==> config.mk <==
export PLATFORM = sky130hd
export DESIGN_NAME = btn_event
export DESIGN_NICKNAME = d
export VERILOG_FILES = /design/src/rtl/btn_event.sv
export SDC_FILE = /design/constraint.sdc
export NUM_CORES = 1
export LEC_CHECK = 0
export CAP_MARGIN = 25
export CORE_MARGIN = 5
export CORE_UTILIZATION = 52
export CTS_CLUSTER_SIZE = 8
export DETAILED_ROUTE_END_ITERATION = 10
export GPL_ROUTABILITY_DRIVEN = 0
export PLACE_DENSITY = 0.7
export RECOVER_POWER = 100
export SLEW_MARGIN = 30
export SYNTH_ARGS = -nofsm -noshare
export SYNTH_HDL_FRONTEND = slang
export SYNTH_SLANG_ARGS = --single-unit
export TNS_END_PERCENT = 10
==> constraint.sdc <==
create_clock -name clk -period 3.4 [get_ports clk]
set_clock_uncertainty 0.2 [all_clocks]
set_input_delay 0.68 -clock clk [delete_from_list [all_inputs] [get_ports clk]]
set_output_delay 0.68 -clock clk [all_outputs]
set_load 0.03 [all_outputs]
==> src/rtl/btn_event.sv <==
// btn_event: turns a debounced, clock-synchronous button level into single-cycle
// press / release / long-press / auto-repeat events plus a held level.
// Optional feature macro: BTN_AUTOREPEAT_EN enables repeat_o in the held state.
// Without it, repeat_o stays 0 and the ms counter is frozen while held.

module btn_event #(
    parameter int unsigned CLOCK_FREQ = 100000000,
    parameter int unsigned LONG_MS    = 1000,
    parameter int unsigned REPEAT_MS  = 200
) (
    input  logic clk,
    input  logic rst_n,
    input  logic signal_i,
    output logic press_o,
    output logic release_o,
    output logic long_o,
    output logic repeat_o,
    output logic held_o
);

    localparam int unsigned TICKS = CLOCK_FREQ / 1000;
    // Prescaler only has to reach TICKS-1.
    localparam int unsigned PW = (TICKS > 1) ? $clog2(TICKS) : 1;
    localparam logic [PW-1:0] TICK_LAST = PW'(TICKS - 1);
    localparam logic [15:0] LONG_LAST = 16'(LONG_MS - 1);
`ifdef BTN_AUTOREPEAT_EN
    localparam logic [15:0] REPEAT_LAST = 16'(REPEAT_MS - 1);
`endif

    // Elaboration-time parameter legality checks.
    if (TICKS < 1) begin : g_bad_clock_freq
        $error("btn_event: CLOCK_FREQ must be at least 1000");
    end
    if (LONG_MS < 1 || LONG_MS > 65535) begin : g_bad_long_ms
        $error("btn_event: LONG_MS out of range 1..65535");
    end
    if (REPEAT_MS < 1 || REPEAT_MS > 65535) begin : g_bad_repeat_ms
        $error("btn_event: REPEAT_MS out of range 1..65535");
    end

    typedef enum logic [1:0] {
        S_IDLE  = 2'd0,
        S_PRESS = 2'd1,
        S_HELD  = 2'd2
    } state_t;

    state_t        state;
    logic          prev;
    logic [PW-1:0] presc;
    logic [15:0]   ms_cnt;

    logic rise;
    logic fall;
    logic ms_tick;

    assign rise    = signal_i & ~prev;
    assign fall    = ~signal_i & prev;
    assign ms_tick = (presc == TICK_LAST);

    // Edge tracking, ms timebase and event FSM with registered outputs.
    always_ff @(posedge clk or negedge rst_n) begin
        if (!rst_n) begin
            state     <= S_IDLE;
            prev      <= 1'b0;
            presc     <= '0;
            ms_cnt    <= '0;
            press_o   <= 1'b0;
            release_o <= 1'b0;
            long_o    <= 1'b0;
            repeat_o  <= 1'b0;
            held_o    <= 1'b0;
        end else begin
            prev      <= signal_i;
            // Pulses are high for one cycle only unless re-asserted below.
            press_o   <= 1'b0;
            release_o <= 1'b0;
            long_o    <= 1'b0;
            repeat_o  <= 1'b0;

            case (state)
                S_IDLE: begin
                    held_o <= 1'b0;
                    presc  <= '0;
                    ms_cnt <= '0;
                    if (rise) begin
                        press_o <= 1'b1;
                        state   <= S_PRESS;
                    end
                end

                S_PRESS: begin
                    held_o <= 1'b0;
                    if (fall) begin
                        // Release beats a coincident long threshold.
                        release_o <= 1'b1;
                        state     <= S_IDLE;
                        presc     <= '0;
                        ms_cnt    <= '0;
                    end else if (ms_tick && ms_cnt == LONG_LAST) begin
                        long_o <= 1'b1;
                        held_o <= 1'b1;
                        state  <= S_HELD;
                        presc  <= '0;
                        ms_cnt <= '0;
                    end else if (ms_tick) begin
                        presc  <= '0;
                        ms_cnt <= ms_cnt + 16'd1;
                    end else begin
                        presc <= presc + PW'(1);
                    end
                end

                S_HELD: begin
                    held_o <= 1'b1;
                    if (fall) begin
                        release_o <= 1'b1;
                        held_o    <= 1'b0;
                        state     <= S_IDLE;
                        presc     <= '0;
                        ms_cnt    <= '0;
`ifdef BTN_AUTOREPEAT_EN
                    end else if (ms_tick && ms_cnt == REPEAT_LAST) begin
                        repeat_o <= 1'b1;
                        presc    <= '0;
                        ms_cnt   <= '0;
                    end else if (ms_tick) begin
                        presc  <= '0;
                        ms_cnt <= ms_cnt + 16'd1;
                    end else begin
                        presc <= presc + PW'(1);
                    end
`else
                    end
`endif
                end

                default: begin
                    // Illegal encoding: fall back to idle quietly.
                    state  <= S_IDLE;
                    held_o <= 1'b0;
                    presc  <= '0;
                    ms_cnt <= '0;
                end
            endcase
        end
    end

endmodule

After elaboration in Yosys (flattened, before gate mapping)
Index checks and enable logic that the tools add are counted.
Word-level totals
  flip-flop bits (word level): 40
Cells by class
  $add $sub $neg: 2
  bitwise gates (word level): 4
  multiplexer cells: 24
  equality and inequality tests: 8
  reductions and logical operators: 5
Operators with widths (count)
  17-bit two-way mux: 4
  16-bit two-way mux: 4
  17-bit one-hot mux with 2 select lines: 1
  16-bit one-hot mux with 2 select lines: 1
  17-bit by 1-bit adder with 17-bit output, second input constant: 1
  17-bit equality test, second input constant: 1
  16-bit by 1-bit adder with 16-bit output, second input constant: 1
  16-bit by 10-bit equality test with 1-bit output, second input constant: 1
  1-bit two-way mux: 8
  2-bit two-way mux: 4
  2-bit one-hot mux with 3 select lines: 1
  2-bit != test, second input constant: 2
  4-bit != test, second input constant: 1
  3-bit != test, second input constant: 1
  3-bit AND reduction: 1
  1-bit AND: 2
  2-bit by 1-bit equality test with 1-bit output, second input constant: 1
  2-bit equality test, second input constant: 1
  2-bit logical NOT: 1
  1-bit inverter: 2
  1-bit one-hot mux with 2 select lines: 1
  2-bit AND reduction: 1
  2-bit OR reduction: 1
  1-bit logical AND: 1

Logic depth before layout (Yosys ltp)
Gate-level depths: netlist of the first run.
  depth after elaboration: 5
  depth in mapped cells: 8
  mapped depth without buffers: 7

Least setup slack after synthesis of the first run
No wires, ideal clock.
  path kind: register to register
  start point: reg ms_cnt[0]
  end point: reg ms_cnt[10]
  arrival time: 2.128 ns
  path slack: 0.939 ns
  required time: 3.067 ns
  period minus slack after synthesis: 2.461 ns
  setup time: 0.133 ns
  cell stages (with the launch flop): 7
  cell sequence: dfrtp_1 ha_1 or4bb_1 nor4_4 a21oi_1 nor2_1 nor2_1
On the way
  longest elaborated chain between the ends: 5
  elaborated cells between the ends (all ways): 9
Ends and longest elaborated chain
  from (decl): RTL line 50  | logic [15:0] ms_cnt;
  from (signal assigned): RTL line 107  | ms_cnt <= ms_cnt + 16'd1;
  16-bit by 1-bit adder with 16-bit output / 16-bit by 10-bit equality test with 1-bit output (equally long branches): RTL line 107, 99
  16-bit two-way mux / 1-bit logical AND (equally long branches): RTL line 105, 99
  16-bit two-way mux: RTL line 99  | end else if (ms_tick && ms_cnt == LONG_LAST) begin
  16-bit two-way mux: RTL line 93  | if (fall) begin
  16-bit one-hot mux with 2 select lines: RTL line 80  | case (state)
Parallel ways exist; a longest one is shown, timed or not. The select of a mux whose other input is x is not followed.
A chain may end at the register's enable or synchronous reset.

Worst setup path in the final report of the first run
  start point: reg presc[6]
  end point: reg ms_cnt[6]
On the way
  longest elaborated chain between the ends: 5
  elaborated cells between the ends (all ways): 7
Ends and longest elaborated chain
  from (decl): RTL line 49  | logic [PW-1:0] presc;
  from (signal assigned): RTL line 109  | presc <= presc + PW'(1);
  17-bit equality test *: RTL line 58  | assign ms_tick = (presc == TICK_LAST);
  1-bit logical AND: RTL line 99
  16-bit two-way mux: RTL line 99
  16-bit two-way mux: RTL line 93
  16-bit one-hot mux with 2 select lines: RTL line 80
Mark *: on every way between the ends. The rest lies on a longest branch, timed or not.

==> flow_summary.json, run 1 <==
{
  "drt-pass1-iter-count": 4,
  "synth_fp_nets": 241,
  "worstMarginPinSlew_ps": 2120,
  "area_growth_pct": 8.80,
  "seqCellArea_um2": 1000,
  "violations": "max-capacitance violations, max-slew violations",
  "synth_top_flop_cell": "dfrtp_1",
  "die_width_um": 74.7,
  "rows": 23,
  "fin_crit_sh": 0.861,
  "cts.repair.resized": 0,
  "postCtsSetupRepairBufs": 0,
  "ir_worst_vdd_mv": 0.189,
  "power.density_nw_per_um2": 459,
  "gr-total-overflow": 0,
  "seq_area_frac_synth": 0.460,
  "rsz0062_at_grt": "no",
  "vias": 1738,
  "outcome": "finished, violations left",
  "report.power.total_mw": 1.09,
  "drv_cap": 1,
  "power_leakage_nw": 0.957,
  "syn_avg_cell_area_um2": 9.34,
  "whs_endpoint": "presc[16]",
  "antenna_found_initial": 0,
  "start_kind": "flip-flop",
  "setup_slack_ps": 473,
  "layout_min_cycle_time_ps": 2930,
  "drc_errors": 0,
  "setup_violations": 0,
  "worstHoldStart": "presc[16]",
  "die_h_um": 74.7,
  "detailedPlace.worstSlack_ps": 302,
  "instances_no_fill": 291,
  "yosysWarnings": 0,
  "ctsHoldBuffers": 0,
  "ios": 8,
  "clock_sinks": 40,
  "multi_input_area_um2": 1100,
  "r2r-start": "presc[6]",
  "final-hold-violation-count": 0,
  "grt_max_degree": 41,
  "slowest_delay_ps": 590,
  "reg2regPathDepth": 6,
  "grt.total_usage": 0.187,
  "timing.critical_path.cells": "or4b_1 > nor4_4 > clkbuf_1 > o21ai_0 > a21oi_1 > o21ai_0",
  "dp_cells": 283,
  "arrival_ps": 2900,
  "critical_path.max_fanout": 14,
  "rrSetupSlack_ps": 470,
  "synthDistinctLibCells": 44,
  "synth_area_um2": 2180,
  "die-area_um2": 5580,
  "grt_pass1_wl_mm": 8.01,
  "cts_tree": "done",
  "final_max_slew_viol_count": 41,
  "initial_core_util": 0.540,
  "crit_top_cell": "o21ai_0",
  "root_buffer": "clkbuf_8",
  "ant_nets": 0,
  "first_global_vias": 1667,
  "dp_hpwl_mm": 3.13,
  "cp-end-kind": "flip-flop",
  "drtIter0Drc": 121,
  "hold_path_depth": 1,
  "drt-wirelength-per-cell_um": 15.7,
  "synth_edf_count": 0,
  "io_buffer_count": 6,
  "path_clk_slew_ps": 80,
  "ys_ff_latch": 40,
  "fmax_mhz": 342,
  "critPathRequiredTime_ps": 3370,
  "fin_setup_tns_ps": 0,
  "routed_via_density": 5.97,
  "fill_cells": 354,
  "finalNetCount": 248,
  "diodes": 0,
  "clock_latency_ps": 300,
  "worstReg2RegEnd": "ms_cnt[6]",
  "synthCells": 233,
  "async_flop_share": 1.00,
  "cts.htree.levels": 2,
  "max_slew_margin": -0.416,
  "clockBufferDepth": 2,
  "drive_gt1_frac": 0.0705,
  "hold_class": "reg -> reg",
  "numCtsBuffers": 5,
  "core_um2": 4030,
  "crit_type": "reg -> reg",
  "drt-total-wl_mm": 4.57,
  "slowest_stage": "nor4_4"
}
## power breakdown
group	internal, mW	switching [mW]	total, mW	leakage [nW]
Clock	0.162	0.166	0.328	0.0510
Combinational	0.0807	0.154	0.235	0.354
Sequential	0.501	0.0214	0.523	0.552
## sequential cells by signal, indices dropped and copies added (netlist names)
signal	cells
held_o	1
long_o	1
ms_cnt	16
presc	17
press_o	1
prev	1
release_o	1
state	2
## cell usage after synthesis (2+ instances only)
cell | count | area (um^2)
ha_1 | 5 | 62.6
or4_1 | 3 | 22.5
clkbuf_1 | 8 | 30.0
nor4_4 | 2 | 42.5
nor2_1 | 18 | 67.6
o2111ai_1 | 7 | 61.3
a31oi_1 | 3 | 18.8
a21oi_1 | 16 | 80.1
or4b_1 | 3 | 30.0
o21ai_0 | 21 | 105
o31ai_1 | 4 | 30.0
or3_1 | 7 | 43.8
nand4_1 | 10 | 62.6
xor2_1 | 8 | 70.1
nand3_1 | 10 | 50.1
buf_2 | 2 | 10.0
nor3_1 | 9 | 45.0
o21a_1 | 2 | 15.0
xnor2_1 | 4 | 35.0
nor4_1 | 2 | 12.5
nand2_1 | 18 | 67.6
and3_1 | 4 | 25.0
dfrtp_1 | 40 | 1000
inv_1 | 7 | 26.3
## cell usage in the layout, fill, tap and decap left out, drive strengths merged, types with 4 or more instances in the layout
cell	instances
xor2	8
nor4	4
nor3	9
dfrtp	40
ha	5
o31ai	4
dlygate4sd3	5
clkbuf	9
nand4	10
o2111ai	7
nand2	18
inv	7
nor2	18
and3	4
o21ai	22
xnor2	4
nand3	10
a21oi	16
or3	7
## cell type report
class | instances | share of cell area
Timing Repair Buffer | 11 | 0.0354
Clock inverter | 2 | 0.00423
Tap cell | 50 | 0.0264
Multi-Input combinational cell | 175 | 0.465
Sequential cell | 40 | 0.423
Clock buffer | 6 | 0.0349
Inverter | 7 | 0.0111
## routing by layer
metal  global-route usage  vias to the layer above  share of wire
met5                    0                        -              0
met4               0.0652                        0          0.017
met3               0.0454                       10          0.037
met2                0.275                       28           0.45
met1                0.270                      827           0.49
li1                     -                      873              -
## worst max-delay path: cells and delay by family (launching register included)
family / cells / cell delay (ps)
simple gates: 2 / 1170
buf+inv: 1 / 550
flops: 1 / 440
compound gates: 3 / 440
## worst max path at each step
stage | startpoint | to | slack (ps) | cells past startpoint
after detailed placement | signal_i | ms_cnt[14] | 300 | 6
after CTS | ms_cnt[0] | ms_cnt[15] | 470 | 6
final | presc[6] | ms_cnt[6] | 470 | 6
after global routing | ms_cnt[0] | ms_cnt[8] | 220 | 6
after floorplan | ms_cnt[0] | ms_cnt[10] | 940 | 6
after global placement | signal_i | ms_cnt[14] | 330 | 6
## per-stage QoR
stage	hold slack (ps)	cell area, um^2	util
global placement	287	2280	0.567
finish	297	2370	0.588
CTS	299	2380	0.590
global route	356	2370	0.588
floorplan	184	2180	-
detailed placement	292	2280	0.567
## cells by family (layout without fill, tap and decap cells)
kind of cell	Yosys count	in the layout	share of synthesized area
XOR/XNOR	12	12	0.0483
AO/OA/AOI/OAI	61	61	0.173
buffers and inverters	18	26	0.0339
adder cells (fa/ha/maj)	5	5	0.0288
flip-flops	40	40	0.460
other	1	1	0.00172
AND/OR/NAND/NOR	96	96	0.255
Note: power is estimated with default switching activity, not from simulation.
==> run 2, diff against run 1 <==
CTS_CLUSTER_DIAMETER = 200   (was default)
==> results of run 2 <==
Final layout, timing and power as in run 1 (identical DEF).
==> run 3, diff against run 2 <==
CTS_BUF_LIST = sky130_fd_sc_hd__clkbuf_8   (was default)
==> results of run 3 <==
Final layout, timing and power as in run 1 (identical DEF).
